===== config.mk =====
export PLATFORM = sky130hd
export DESIGN_NAME = conv_layer_sequencer
export DESIGN_NICKNAME = d
export VERILOG_FILES = /design/src/rtl/conv_accel_pkg.sv /design/src/rtl/seq_watchdog.sv /design/src/rtl/conv_layer_sequencer.sv
export SDC_FILE = /design/constraint.sdc
export NUM_CORES = 1
export LEC_CHECK = 0
export ABC_AREA = 1
export CAP_MARGIN = 40
export CORE_MARGIN = 1.5
export CORE_UTILIZATION = 25
export DETAILED_ROUTE_END_ITERATION = 16
export PLACE_DENSITY = 0.63
export SETUP_SLACK_MARGIN = 0.5
export SYNTH_ARGS = -nofsm -noshare
export SYNTH_HDL_FRONTEND = slang
export SYNTH_SLANG_ARGS = --single-unit

===== constraint.sdc =====
create_clock -name clk -period 2.15 [get_ports clk]
set_input_delay 0.3225 -clock clk [delete_from_list [all_inputs] [get_ports clk]]
set_output_delay 0.3225 -clock clk [all_outputs]
set_load 0.01 [all_outputs]

===== src/rtl/conv_accel_pkg.sv =====
// Shared constants and types for the conv layer sequencer: register map, opcodes, expected beats, FSM states.
// Latency: n/a (definitions only).
// Backpressure: n/a (definitions only).
package conv_accel_pkg;

    localparam int LAYER_W = 2;

    // Conv interface register map
    localparam logic [2:0] REG_CMD   = 3'd0;
    localparam logic [2:0] REG_LAYER = 3'd1;
    localparam logic [2:0] REG_SETS  = 3'd2;

    localparam logic [1:0] OPC_START = 2'b00;

    // Output-stream beats each layer produces for one run
    localparam logic [31:0] EXP_BEATS_L0 = 32'd196;
    localparam logic [31:0] EXP_BEATS_L1 = 32'd25;
    localparam logic [31:0] EXP_BEATS_L2 = 32'd1;

    // err_status bit positions
    localparam int ERR_BAD_CFG  = 0;
    localparam int ERR_MISMATCH = 1;
    localparam int ERR_TIMEOUT  = 2;

    typedef enum logic [2:0] {
        ST_IDLE,
        ST_SEL,
        ST_SETS,
        ST_GO,
        ST_RUN,
        ST_NEXT,
        ST_DONE
    } seq_state_t;

    function automatic logic [31:0] expected_beats(input logic [LAYER_W-1:0] layer);
        case (layer)
            2'd0:    return EXP_BEATS_L0;
            2'd1:    return EXP_BEATS_L1;
            default: return EXP_BEATS_L2;
        endcase
    endfunction

endpackage


===== src/rtl/seq_watchdog.sv =====
// Stall watchdog for the RUN state; built only when SEQ_TIMEOUT_EN is defined.
// Latency: expired asserts combinationally in the TIMEOUT_CYCLES-th consecutive beat-free RUN cycle.
// Backpressure: none; observes run/beat only.
`ifdef SEQ_TIMEOUT_EN
module seq_watchdog #(
    parameter int TIMEOUT_CYCLES = 1000000
) (
    input  logic clk,
    input  logic reset,
    input  logic run,
    input  logic beat,
    output logic expired
);

    localparam int CNT_W = $clog2(TIMEOUT_CYCLES + 1);

    logic [CNT_W-1:0] cnt_q;

    // Count beat-free cycles while running; leaving RUN or any beat restarts the count
    always_ff @(posedge clk or negedge reset) begin
        if (!reset) begin
            cnt_q <= '0;
        end else if (!run || beat) begin
            cnt_q <= '0;
        end else if (cnt_q != CNT_W'(TIMEOUT_CYCLES)) begin
            cnt_q <= cnt_q + 1'b1;
        end
    end

    assign expired = run && !beat && (cnt_q == CNT_W'(TIMEOUT_CYCLES - 1));

endmodule
`endif


===== src/rtl/conv_layer_sequencer.sv =====
// Runs conv layers first..last: three register writes per layer (select, sets, start), then watches the output stream to TLAST.
// Latency: first write 1 cycle after an accepted start, writes on 3 consecutive cycles; done pulses 2 cycles after the final TLAST beat.
// Backpressure: none exerted (stream is monitored only); optional RUN stall timeout when SEQ_TIMEOUT_EN is defined.
module conv_layer_sequencer
    import conv_accel_pkg::*;
#(
    parameter int C_S_AXI_DATA_WIDTH = 32,
    parameter int NUM_LAYERS         = 3,
    parameter int TIMEOUT_CYCLES     = 1000000
) (
    input  logic                          clk,
    input  logic                          reset,
    input  logic                          cmd_start,
    input  logic                          cmd_abort,
    input  logic [LAYER_W-1:0]            cmd_first_layer,
    input  logic [LAYER_W-1:0]            cmd_last_layer,
    input  logic [C_S_AXI_DATA_WIDTH-1:0] cmd_sets_l0,
    input  logic [C_S_AXI_DATA_WIDTH-1:0] cmd_sets_l1,
    input  logic [C_S_AXI_DATA_WIDTH-1:0] cmd_sets_l2,
    output logic [2:0]                    cl_waddr,
    output logic [C_S_AXI_DATA_WIDTH-1:0] cl_wdata,
    output logic                          cl_we,
    input  logic                          mon_tvalid,
    input  logic                          mon_tready,
    input  logic                          mon_tlast,
    output logic                          busy,
    output logic                          done,
    output logic [LAYER_W-1:0]            cur_layer,
    output logic [31:0]                   beat_count,
    output logic [2:0]                    err_status
);

    localparam int DW = C_S_AXI_DATA_WIDTH;

    seq_state_t         state_q, state_d;
    logic [LAYER_W-1:0] layer_q, layer_d;
    logic               busy_q, busy_d;
    logic               done_q, done_d;
    logic               we_q, we_d;
    logic [2:0]         waddr_q, waddr_d;
    logic [DW-1:0]      wdata_q, wdata_d;
    logic [31:0]        beat_q, beat_d;
    logic [2:0]         err_q, err_d;

    logic               beat;
    logic               cfg_bad;
    logic               timeout_hit;
    logic [31:0]        exp_beats;
    logic [32:0]        beat_inc;
    logic [DW-1:0]      sets_arr [4];

    assign beat      = mon_tvalid & mon_tready;
    assign exp_beats = expected_beats(layer_q);
    assign beat_inc  = {1'b0, beat_q} + 33'd1;

    // Index 3 is never a valid layer; it reads as zero so it can never look configured
    assign sets_arr[0] = cmd_sets_l0;
    assign sets_arr[1] = cmd_sets_l1;
    assign sets_arr[2] = cmd_sets_l2;
    assign sets_arr[3] = '0;

`ifdef SEQ_TIMEOUT_EN
    logic in_run;
    assign in_run = (state_q == ST_RUN);

    seq_watchdog #(
        .TIMEOUT_CYCLES(TIMEOUT_CYCLES)
    ) u_watchdog (
        .clk    (clk),
        .reset  (reset),
        .run    (in_run),
        .beat   (beat),
        .expired(timeout_hit)
    );
`else
    logic unused_timeout_cfg;
    assign unused_timeout_cfg = (TIMEOUT_CYCLES > 0);
    assign timeout_hit        = 1'b0;
`endif

    // Reject a start whose layer range is inverted, out of range, or selects a layer with zero input sets
    always_comb begin
        cfg_bad = (cmd_first_layer > cmd_last_layer)
               || (int'(cmd_first_layer) >= NUM_LAYERS)
               || (int'(cmd_last_layer) >= NUM_LAYERS);
        for (int l = 0; l < 3; l++) begin
            if ((LAYER_W'(l) >= cmd_first_layer) && (LAYER_W'(l) <= cmd_last_layer)
                && (sets_arr[l] == '0)) begin
                cfg_bad = 1'b1;
            end
        end
    end

    // Next state plus registered outputs; write port and flags follow the state being entered
    always_comb begin
        state_d = state_q;
        layer_d = layer_q;
        err_d   = err_q;
        beat_d  = beat_q;
        we_d    = 1'b0;
        waddr_d = waddr_q;
        wdata_d = wdata_q;
        done_d  = 1'b0;
        busy_d  = 1'b0;

        case (state_q)
            ST_IDLE: begin
                if (cmd_start) begin
                    if (cfg_bad) begin
                        err_d[ERR_BAD_CFG] = 1'b1;
                    end else begin
                        err_d   = '0;
                        layer_d = cmd_first_layer;
                        state_d = ST_SEL;
                    end
                end
            end
            ST_SEL:  state_d = ST_SETS;
            ST_SETS: state_d = ST_GO;
            ST_GO: begin
                beat_d  = '0;
                state_d = ST_RUN;
            end
            ST_RUN: begin
                if (beat) begin
                    if (beat_q != '1) begin
                        beat_d = beat_inc[31:0];
                    end
                    if (mon_tlast) begin
                        if (beat_inc != {1'b0, exp_beats}) begin
                            err_d[ERR_MISMATCH] = 1'b1;
                        end
                        state_d = ST_NEXT;
                    end
                end else if (timeout_hit) begin
                    err_d[ERR_TIMEOUT] = 1'b1;
                    state_d            = ST_IDLE;
                end
            end
            ST_NEXT: begin
                if (layer_q == cmd_last_layer) begin
                    state_d = ST_DONE;
                end else begin
                    layer_d = layer_q + 1'b1;
                    state_d = ST_SEL;
                end
            end
            ST_DONE: state_d = ST_IDLE;
            default: state_d = ST_IDLE;
        endcase

        // Abort wins over everything but leaves the sticky errors and layer untouched
        if (cmd_abort) begin
            state_d = ST_IDLE;
            layer_d = layer_q;
            err_d   = err_q;
        end

        case (state_d)
            ST_SEL: begin
                we_d    = 1'b1;
                waddr_d = REG_LAYER;
                wdata_d = DW'(3'b001 << layer_d);
            end
            ST_SETS: begin
                we_d    = 1'b1;
                waddr_d = REG_SETS;
                wdata_d = sets_arr[layer_d];
            end
            ST_GO: begin
                we_d    = 1'b1;
                waddr_d = REG_CMD;
                wdata_d = DW'(OPC_START);
            end
            default: ;
        endcase

        done_d = (state_d == ST_DONE);
        busy_d = (state_d != ST_IDLE);
    end

    // State and output registers
    always_ff @(posedge clk or negedge reset) begin
        if (!reset) begin
            state_q <= ST_IDLE;
            layer_q <= '0;
            busy_q  <= 1'b0;
            done_q  <= 1'b0;
            we_q    <= 1'b0;
            waddr_q <= '0;
            wdata_q <= '0;
            beat_q  <= '0;
            err_q   <= '0;
        end else begin
            state_q <= state_d;
            layer_q <= layer_d;
            busy_q  <= busy_d;
            done_q  <= done_d;
            we_q    <= we_d;
            waddr_q <= waddr_d;
            wdata_q <= wdata_d;
            beat_q  <= beat_d;
            err_q   <= err_d;
        end
    end

    assign cl_we      = we_q;
    assign cl_waddr   = waddr_q;
    assign cl_wdata   = wdata_q;
    assign busy       = busy_q;
    assign done       = done_q;
    assign cur_layer  = layer_q;
    assign beat_count = beat_q;
    assign err_status = err_q;

endmodule

==> tab_implementation.tex <==
\begin{tabular}{lr}
\hline
Metric & Value \\
\hline
\multicolumn{2}{l}{\textbf{Clock network}} \\
\quad Clock Path Buffers & 2 \\
\quad TritonCTS Buffers & 9 \\
\quad Buffer cell driving the clock tree root & sky130\_fd\_sc\_hd\_\_clkbuf\_16 \\
\quad Worst skew pair latency & 0.36 ns \\
\quad Reg clk slew, reported paths & 0.06 ns \\
\quad Clock tree from TritonCTS & done \\
\quad Clock H-tree levels & 3 \\
\quad Number of buffers inserted for hold repair after clock tree synthesis & 0 \\
\quad Clock net sink count & 76 \\
\multicolumn{2}{l}{\textbf{Route}} \\
\quad TritonRoute pass-1 iters & 4 \\
\quad Average routed wire per standard cell & 15.8 um \\
\quad Detail Route Antenna Nets & 0 \\
\quad Post-DR vias/cell & 4.62 \\
\quad DR DRC count & 0 \\
\quad Drt initial violations & 250 \\
\quad Routed via count & 6719 \\
\quad Total wire length after detailed routing & 23000 um \\
\multicolumn{2}{l}{\textbf{Setup path}} \\
\quad CP max-delay cell & sky130\_fd\_sc\_hd\_\_dfrtp\_1 \\
\quad Category of the worst setup path launch point & register \\
\quad Depth of the worst register-to-register path & 14 \\
\quad Delay contributed by the slowest stage of the critical path & 0.39 ns \\
\quad Reg2Reg Launch Point & beat\_count[1] \\
\quad Endpoint class of the critical path & register \\
\quad Critical Path AT & 2.60 ns \\
\quad Critical path type & register to register \\
\quad CP max FO & 8 \\
\quad Data required time of the critical path & 2.36 ns \\
\quad List of cells traversed by the critical path & ha\_4, nand3\_4, nor3\_4, nand2\_1, nor2\_1, nand2\_2, nor2\_4, nand2\_4, nor2\_4, nand4\_1, nand2\_4, buf\_6, clkbuf\_16, o31ai\_2 \\
\quad Launching element of the worst setup path & beat\_count[1] \\
\multicolumn{2}{l}{\textbf{Synth}} \\
\quad Ys async rst share & 1.00 \\
\quad Sequential fraction of the synthesis area & 0.354 \\
\quad Top-count cell post-synth & sky130\_fd\_sc\_hd\_\_nand2\_1 \\
\quad Ys Warns & 0 \\
\quad Synth Cell Area & 5370 um\^{}2 \\
\quad Cell types with the highest counts after synthesis & 286 x sky130\_fd\_sc\_hd\_\_nand2\_1, 101 x sky130\_fd\_sc\_hd\_\_nor2\_1, 76 x sky130\_fd\_sc\_hd\_\_dfrtp\_1, 64 x sky130\_fd\_sc\_hd\_\_nand3\_1, 53 x sky130\_fd\_sc\_hd\_\_inv\_1 \\
\quad Top post-synthesis cells by area & sky130\_fd\_sc\_hd\_\_dfrtp\_1 35\%, sky130\_fd\_sc\_hd\_\_nand2\_1 20\%, sky130\_fd\_sc\_hd\_\_nor2\_1 7.1\%, sky130\_fd\_sc\_hd\_\_nand3\_1 6.0\%, sky130\_fd\_sc\_hd\_\_o31ai\_1 4.1\% \\
\quad Yosys top cell area share & 0.354 \\
\quad Synth Register Bits & 76 \\
\quad Main flop type after synthesis & sky130\_fd\_sc\_hd\_\_dfrtp\_1 \\
\quad Count of distinct cell types in the synthesized netlist & 42 \\
\quad Average cell area after synthesis & 6.89 um\^{}2 \\
\quad Library cell occupying the most area in the post-synthesis netlist & sky130\_fd\_sc\_hd\_\_dfrtp\_1 \\
\quad Count of flip-flops with a built-in enable after synthesis & 0 \\
\quad Cells after synthesis & 780 \\
\multicolumn{2}{l}{\textbf{STA}} \\
\quad Headroom to the max-slew limit & 0.565 \\
\quad Final count of negative-setup-slack endpoints & 51 \\
\quad Final-report hold violation count & 5 \\
\quad Hold Worst Slack & -0.00296 ns \\
\quad Final min period & 2.39 ns \\
\quad Worst-margin pin slew & 0.652 ns \\
\quad Setup repair after global routing missed its margin & yes \\
\quad Final Slew Violations & 0 \\
\quad Portion of the clock cycle consumed by the worst path in the final layout & 1.11 \\
\quad Setup slack after layout & -0.242 ns \\
\quad Clock skew & 0.0128 ns \\
\quad Maximum frequency from static timing analysis & 418 MHz \\
\multicolumn{2}{l}{\textbf{Die}} \\
\quad Initial cell density of the core & 0.256 \\
\quad I/O pins & 182 \\
\quad Floorplan die width & 150 um \\
\quad Placeable core area & 21000 um\^{}2 \\
\quad Die outline height & 150 um \\
\quad Site Rows & 53 \\
\quad Die Outline Area & 22400 um\^{}2 \\
\multicolumn{2}{l}{\textbf{Final layout}} \\
\quad Area overhead of the layout relative to synthesis & 102\% \\
\quad Layout cells sized above 1 & 0.443 \\
\quad Count of filler cells inserted in the layout & 1963 \\
\quad Combined area of the multi-input logic cells & 4100 um\^{}2 \\
\quad Sequential cell area in the final layout & 1910 um\^{}2 \\
\quad Fin nets & 1282 \\
\quad Final Util & 0.517 \\
\multicolumn{2}{l}{\textbf{Status}} \\
\quad Failing checks & negative hold slack, negative setup slack \\
\quad Run status & finished with violations \\
\multicolumn{2}{l}{\textbf{Pwr}} \\
\quad Share of total power in combinational logic & 0.531 \\
\quad Final Total Pwr & 8220 uW \\
\quad Worst voltage drop across the vdd grid & 0.000416 V \\
\quad P\_int & 5230 uW \\
\quad Leakage & 0.00557 uW \\
\quad Part of the power in the clock network & 0.226 \\
\quad Pwr/cell area & 757 nW/um\^{}2 \\
\quad Net switching share of the total power & 0.364 \\
\quad NetSw & 3000 uW \\
\quad Share of total power in sequential cells & 0.243 \\
\multicolumn{2}{l}{\textbf{Global routing}} \\
\quad Initial antenna violation count & 9 \\
\quad Global-route wire length before repair & 34800 um \\
\quad Total congestion overflow & 0 \\
\quad Vias in the first global route & 6893 \\
\quad Maximum number of pins on one net before global-route repair & 77 \\
\quad Total Routing Usage GR & 0.202 \\
\multicolumn{2}{l}{\textbf{Worst hold path}} \\
\quad Worst Hold Class & primary input to asynchronous set/reset pin \\
\multicolumn{2}{l}{\textbf{Placed design}} \\
\quad Global placer's final weighted congestion & 0.914 \\
\quad Dpl hpwl & 15700 um \\
\quad Count of buffers from port buffering & 179 \\
\multicolumn{2}{l}{\textbf{Run}} \\
\quad Max-cap violations & 0 \\
\hline
\end{tabular}
[area by class of cell]
cell class,instances,area share
Inverter,63,0.0261
Timing Repair Buffer,403,0.356
Tap cell,275,0.0317
Clock buffer,12,0.0236
Antenna cell,4,0.000921
Sequential cell,76,0.176
Multi-Input combinational cell,617,0.378
Clock inverter,4,0.00875
[sequential cells by signal, summed over array words and instances (netlist names)]
| signal | flops |
|---|---|
| beat_count | 32 |
| busy | 1 |
| cl_waddr | 2 |
| cl_wdata | 32 |
| cl_we | 1 |
| cur_layer | 2 |
| done | 1 |
| err_status | 2 |
| state_q | 3 |
[path summary, 6_finish.rpt]
kind                                       end  slack (ns)
worst max-delay path            beat_count[15]       -0.24
worst min-delay path            beat_count[14]      -0.003
worst max register to register  beat_count[15]       -0.24
worst min register to register    cl_wdata[25]        0.48
max in group asynchronous         cur_layer[0]        1.79
min in group clk                  cl_wdata[22]        0.32
[stage by stage]
step / TNS (ns) / setup WS (ns) / hold slack [ns] / instance area (um^2) / instances
6_report: -6.53 / -0.242 / -0.00296 / 10900 / 1454
5_1_grt: -16.24 / -0.389 / 0.0289 / 10900 / 1454
4_1_cts: -2.76 / -0.169 / 0.0199 / 10300 / 1437
3_5_place_dp: -27.06 / -0.734 / 0.391 / 8940 / 1384
3_3_place_gp: -22.47 / -0.633 / 0.388 / 8940 / 1384
2_1_floorplan: 0 / 0.0198 / 0.0269 / 5600 / 781
[power by group through the flow]
stage,registers [uW],clock network (uW),logic (uW)
floorplan,2170,0,1540
global placement,2020,0,3460
detailed placement,2010,0,3500
CTS,2000,1890,4210
global route,2040,1950,4680
finish,2000,1860,4370
[cells by family after synthesis]
family,Yosys count,synth area share
buffers and inverters,88,0.0803
flip-flops,76,0.354
AND/OR/NAND/NOR,526,0.430
other,1,0.000698
adder cells (fa/ha/maj),5,0.0116
XOR/XNOR,33,0.0538
AO/OA/AOI/OAI,51,0.0692
[per-layer routing]
metal	wire [um]	global-route usage	vias to the layer above
li1	-	-	3286
met1	8720	0.227	3129
met2	11700	0.353	244
met3	1890	0.0735	50
met4	642	0.0693	10
met5	69	0	-
[critical path, delay by kind of cell, from the launching register on]
kind	cells	cell delay [ns]
AO/OA/AOI/OAI	1	0.06
adder cells (fa/ha/maj)	1	0.17
buffers and inverters	2	0.33
flip-flops	1	0.39
AND/OR/NAND/NOR	10	1.31
[repair_timing]
action / in CTS / in global routing
gates resized for setup: 382 / 124
endpoints found under the setup margin: 110 / 76
pin swaps: 118 / 67
buffers inserted: 27 / 7
cloned: 10 / 6
[cell usage in the layout (no fill, tap or decap), types with 11 or more instances in the layout]
cell type                         Yosys  final
sky130_fd_sc_hd__nor2_2               4     21
sky130_fd_sc_hd__xor2_1              23     22
sky130_fd_sc_hd__buf_12               0     20
sky130_fd_sc_hd__nand4_1             11     11
sky130_fd_sc_hd__buf_2                7     12
sky130_fd_sc_hd__buf_6                7     31
sky130_fd_sc_hd__nand3_2              2     38
sky130_fd_sc_hd__nand3_1             64     25
sky130_fd_sc_hd__dfrtp_1             76     70
sky130_fd_sc_hd__clkbuf_2             0     15
sky130_fd_sc_hd__clkbuf_16            0     14
sky130_fd_sc_hd__buf_4                5    163
sky130_fd_sc_hd__inv_1               53     43
sky130_fd_sc_hd__inv_2                8     13
sky130_fd_sc_hd__clkdlybuf4s50_1      0     39
sky130_fd_sc_hd__nand2_2             27     45
sky130_fd_sc_hd__o31ai_4              0     11
sky130_fd_sc_hd__o31ai_2              0     16
sky130_fd_sc_hd__nor2_1             101     77
sky130_fd_sc_hd__nand2_4              2     46
sky130_fd_sc_hd__nor2_4               4     11
sky130_fd_sc_hd__dlygate4sd2_1        0     88
sky130_fd_sc_hd__nand2_1            286    223
(Power assumes the default switching activity.)
